`src/rtl/pipe_pkg.sv`:
```
// Shared types for the skid-buffered pipeline stage register.
package pipe_pkg;

   typedef enum logic [1:0] {
      EMPTY = 2'b00,
      BUSY  = 2'b01,
      FULL  = 2'b10
   } skid_state_t;

endpackage

```
`src/rtl/flopenr.sv`:
```
// WIDTH-bit flop with load enable and synchronous active-low reset to RESET_VALUE.
module flopenr #(
   parameter int                 WIDTH       = 32,
   parameter logic [WIDTH-1:0]   RESET_VALUE = '0
) (
   input  logic             clk_in,
   input  logic             rst_in,
   input  logic             en,
   input  logic [WIDTH-1:0] d,
   output logic [WIDTH-1:0] q
);

   always_ff @(posedge clk_in) begin
      if (!rst_in)
         q <= RESET_VALUE;
      else if (en)
         q <= d;
   end

endmodule

```
`src/rtl/pipe_skid_reg.sv`:
```
// Pipeline stage register with valid/ready handshake, 2-entry skid buffer and flush.
//
//   state | meaning
//   ------+-------------------------------------------------
//   EMPTY | nothing held, out_valid=0
//   BUSY  | one entry in main, accepting and presenting
//   FULL  | main and skid both hold entries, in_ready=0
module pipe_skid_reg
   import pipe_pkg::*;
#(
   parameter int               WIDTH       = 32,
   parameter logic [WIDTH-1:0] RESET_VALUE = '0
) (
   input  logic             clk_in,
   input  logic             rst_in,
   input  logic             flush,
   input  logic             in_valid,
   output logic             in_ready,
   input  logic [WIDTH-1:0] in_data,
   output logic             out_valid,
   input  logic             out_ready,
   output logic [WIDTH-1:0] out_data,
   output logic [1:0]       count
);

   skid_state_t      state_q, state_d;
   logic             in_fire, out_fire;
   logic             main_en, skid_en, main_from_skid;
   logic             main_load, skid_load;
   logic [WIDTH-1:0] main_d, skid_d, main_q, skid_q;

   assign in_fire  = in_valid && in_ready;
   assign out_fire = out_valid && out_ready;

   always_ff @(posedge clk_in) begin
      if (!rst_in)
         state_q <= EMPTY;
      else if (flush)
         state_q <= EMPTY;
      else
         state_q <= state_d;
   end

   always_comb begin
      state_d = state_q;
      case (state_q)
         EMPTY: if (in_fire) state_d = BUSY;
         BUSY: begin
            if (in_fire && !out_ready)
               state_d = FULL;
            else if (!in_fire && out_fire)
               state_d = EMPTY;
         end
         FULL:    if (out_fire) state_d = BUSY;
         default: state_d = EMPTY;
      endcase
   end

   // Outputs decode only registered state, so in_ready never sees out_ready.
   always_comb begin
      out_valid = 1'b0;
      in_ready  = 1'b1;
      count     = 2'd0;
      case (state_q)
         BUSY: begin
            out_valid = 1'b1;
            count     = 2'd1;
         end
         FULL: begin
            out_valid = 1'b1;
            in_ready  = 1'b0;
            count     = 2'd2;
         end
         default: ;
      endcase
   end

   always_comb begin
      main_en        = 1'b0;
      skid_en        = 1'b0;
      main_from_skid = 1'b0;
      case (state_q)
         EMPTY: main_en = in_fire;
         BUSY: begin
            main_en = in_fire && out_fire;
            skid_en = in_fire && !out_ready;
         end
         FULL: begin
            main_en        = out_fire;
            main_from_skid = 1'b1;
         end
         default: ;
      endcase
   end

   // Flush reuses the load path to write the bubble value into both registers.
   assign main_load = main_en || flush;
   assign skid_load = skid_en || flush;
   assign main_d    = flush ? RESET_VALUE : (main_from_skid ? skid_q : in_data);
   assign skid_d    = flush ? RESET_VALUE : in_data;

   flopenr #(.WIDTH(WIDTH), .RESET_VALUE(RESET_VALUE)) u_main (
      .clk_in (clk_in),
      .rst_in (rst_in),
      .en     (main_load),
      .d      (main_d),
      .q      (main_q)
   );

   flopenr #(.WIDTH(WIDTH), .RESET_VALUE(RESET_VALUE)) u_skid (
      .clk_in (clk_in),
      .rst_in (rst_in),
      .en     (skid_load),
      .d      (skid_d),
      .q      (skid_q)
   );

   assign out_data = main_q;

endmodule

```
`config.mk`:
```
export PLATFORM = sky130hd
export DESIGN_NAME = pipe_skid_reg
export DESIGN_NICKNAME = d
export VERILOG_FILES = /design/src/rtl/pipe_pkg.sv /design/src/rtl/flopenr.sv /design/src/rtl/pipe_skid_reg.sv
export SDC_FILE = /design/constraint.sdc
export NUM_CORES = 1
export LEC_CHECK = 0
export ABC_AREA = 1
export BUFFER_PORTS_ARGS = -buffer_cell sky130_fd_sc_hd__clkbuf_2
export CAP_MARGIN = 10
export CORE_UTILIZATION = 55
export DETAILED_ROUTE_END_ITERATION = 6
export HOLD_SLACK_MARGIN = 0.1
export MAX_ROUTING_LAYER = met4
export PLACE_DENSITY = 0.8
export REMOVE_ABC_BUFFERS = 1
export SLEW_MARGIN = 20
export SYNTH_ARGS = -nofsm -noshare
export SYNTH_HDL_FRONTEND = slang
export SYNTH_HIERARCHICAL = 1
export SYNTH_SLANG_ARGS = --single-unit
```
`constraint.sdc`:
```
create_clock -name clk_in -period 2.3 [get_ports clk_in]
set_input_delay 0.115 -clock clk_in [delete_from_list [all_inputs] [get_ports clk_in]]
set_output_delay 0.115 -clock clk_in [all_outputs]
set_load 0.01 [all_outputs]
```
==> impl_metrics.tcl <==
set metrics [dict create \
    outcome "completed" \
    diodes 0 \
    ys_ff_latch 66 \
    rows 28 \
    via_count 3338 \
    wl_per_cell_um 9.84 \
    postSynthCellCount 589 \
    cts_tree "done" \
    clk_path_buf_depth 2 \
    final_cells 725 \
    grt_antenna_before_repair 0 \
    fin_crit_sh_pct 79.6 \
    cp_common_cell "nand2_1" \
    r2r_cells 10 \
    finish.instance_area_mm2 0.00404 \
    r2r-end "u_main/q[14]" \
    fp.dieW_um 82.5 \
    fin_nets 687 \
    cts_buffers 9 \
    drtIter0Drc 164 \
    core_mm2 0.00610 \
    start_kind "flop" \
    synth_top_family_by_area "simple AND/OR/NAND/NOR gates" \
    ant_nets 0 \
    numClockSinks 66 \
    num_io_pins 73 \
    vdd_ir_drop_max_v 0.000464 \
    placed_area_mm2 0.00387 \
    layout-drive-gt1-share_pct 15.2 \
    yosysWarnings 6 \
    synth.area.mux_share_pct 0 \
    rsz0062_at_grt "no" \
    min_path_type "in2reg" \
    drv_slew 0 \
    gp_congestion 0.892 \
    area_growth_pct 13.3 \
    dp_cells 710 \
    drc_errors 0 \
    grt_pass1_wl_um 12000 \
    rrSetupSlack_ns 0.47 \
    slowest_stage "dfxtp_1" \
    p_per_area_mw_per_mm2 668 \
    critPathMaxStageDelay_ns 0.37 \
    yosys.area_share.simple_pct 33.2 \
    post_cts_buffers 0 \
    die_area_mm2 0.00681 \
    cts_hold_buffers 0 \
    path_cells "inv_1, ha_1, nand2_1, o21ai_0, a21oi_1, o21ai_4, buf_12, nand2_1, nand2_1, nor2_1" \
    cp_data_arrival_time_ns 2.07 \
    mostFrequentLayoutCell "nor2_1" \
    p_total_w 0.00270 \
    holdCritStartpoint "in_data[10]" \
    grt_pass1_vias 2838 \
    vias_per_cell 4.60 \
    drtPass1Iterations 4 \
    finalHoldViolCount 0 \
    drv_cap 0 \
    hpwlAfterDp_um 4520 \
    hold_depth 7 \
    routed_wl_um 7140 \
    critPathKind "reg2reg" \
    crit_buf_inv 2 \
    grt_usage_pct 23.7 \
    finClkSkew_ns 0.00468 \
    cp_top_family "compound AO/OA/AOI/OAI gates" \
    rr_startpoint "state_q[0]" \
    die_h_um 82.5 \
    root_buffer "clkbuf_8" \
    io_buffers 72 \
    slew_headroom_pct 61.6 \
    clkLatencyLatePin_ns 0.35 \
    worstHoldEndpoint "u_skid/q[10]" \
    critPathCaptureType "flop" \
    cts_resized 0 \
    htree_levels 3 \
    max_freq_mhz 546 \
    yosys.area_share.adder_pct 1.40 \
    p_leak_nw 2.30 \
    ys_seq_area_share_pct 37.1 \
    worst_pin_slew_ns 0.575 \
    required_ns 2.54 \
    yosysUniqueCellTypes 16 \
    clkTransAtPathRegs_ns 0.07 \
    synth_compound_area_share_pct 9.82 \
    synthXorXnorAreaFrac_pct 0 \
    syn_area_mm2 0.00357 \
    worstPathMaxFanout 48 \
    setup_viol 0 \
    overflow 0 \
    fin_crit_ns 1.83 \
    final_util_pct 66.3 \
    layout_common_cells "nor2_1 (164), nand2_1 (139), inv_1 (104), clkbuf_2 (72), dfxtp_1 (66)" \
    initial_core_util_pct 58.5 \
    grt_max_degree 57 \
    synth.avg_cell_area_um2 6.05 \
]
## per-stage QoR
| step | TNS (ns) | hold WS, ns | setup slack [ns] |
|---|---|---|---|
| global route | 0 | 0.140 | 0.270 |
| finish | 0 | 0.140 | 0.470 |
| floorplan | -95.26 | 0.235 | -2.43 |
| CTS | 0 | 0.126 | 0.463 |
| global placement | 0 | 0.453 | 0.590 |
| detailed placement | 0 | 0.459 | 0.525 |
## metal layers
| metal | wire (um) | vias up | GRT usage [%] |
|---|---|---|---|
| met5 | 0 | - | - |
| met4 | 71 | 0 | 5.00 |
| met3 | 387 | 10 | 8.02 |
| met2 | 3450 | 82 | 41.7 |
| met1 | 3220 | 1417 | 25.9 |
| li1 | - | 1829 | - |
## where the power goes
| group | switching [W] | internal [W] | total, W |
|---|---|---|---|
| Combinational | 0.000340 | 0.000218 | 0.000557 |
| Sequential | 0.0000468 | 0.00124 | 0.00129 |
| Clock | 0.000414 | 0.000443 | 0.000857 |
## registers in the layout (all words and copies together), names as in the netlist
name / cells
state_q: 2
u_skid/q: 32
u_main/q: 32
## cell type report
cell class | count | area, um^2
clock inverter | 2 | 12.5
inverter | 106 | 398
timing repair buffer | 80 | 458
sequential | 66 | 1320
multi-input combinational | 383 | 1600
fill | 591 | 2050
clock buffer | 13 | 159
tap | 75 | 93.8
## how the worst max path moves through the flow
stage,startpoint,to,slack (ns),cells after the start
after floorplan,state_q[0],u_main/q[29],-2.43,9
after global placement,state_q[1],u_main/q[19],0.59,10
after detailed placement,state_q[0],u_main/q[5],0.52,10
after CTS,state_q[0],u_main/q[14],0.46,10
after global routing,state_q[0],u_main/q[5],0.27,10
final,state_q[0],u_main/q[14],0.47,10
## synth_stat cells, drive strengths merged
cell | number | area (um^2)
ha | 4 | 50.1
buf | 32 | 254
nand3 | 4 | 37.5
inv | 106 | 398
o21ai | 35 | 175
nand2 | 140 | 526
nand4 | 1 | 6.26
dfxtp | 66 | 1320
nor2 | 164 | 616
clkbuf | 2 | 7.51
a21oi | 35 | 175
## tightest hold or removal path: stages
cell and delay, ns:
clkbuf_2 0.08, inv_1 0.06, nor2_1 0.04, inv_1 0.04, nand2_1 0.04, nand2_1 0.05, nor2_1 0.03
## cells by family after synthesis
group | count (synthesis)
AO/OA/AOI/OAI | 70
adder cells (fa/ha/maj) | 4
buffers and inverters | 140
flip-flops | 66
AND/OR/NAND/NOR | 309
No activity file was read; power rests on OpenSTA's default activity.
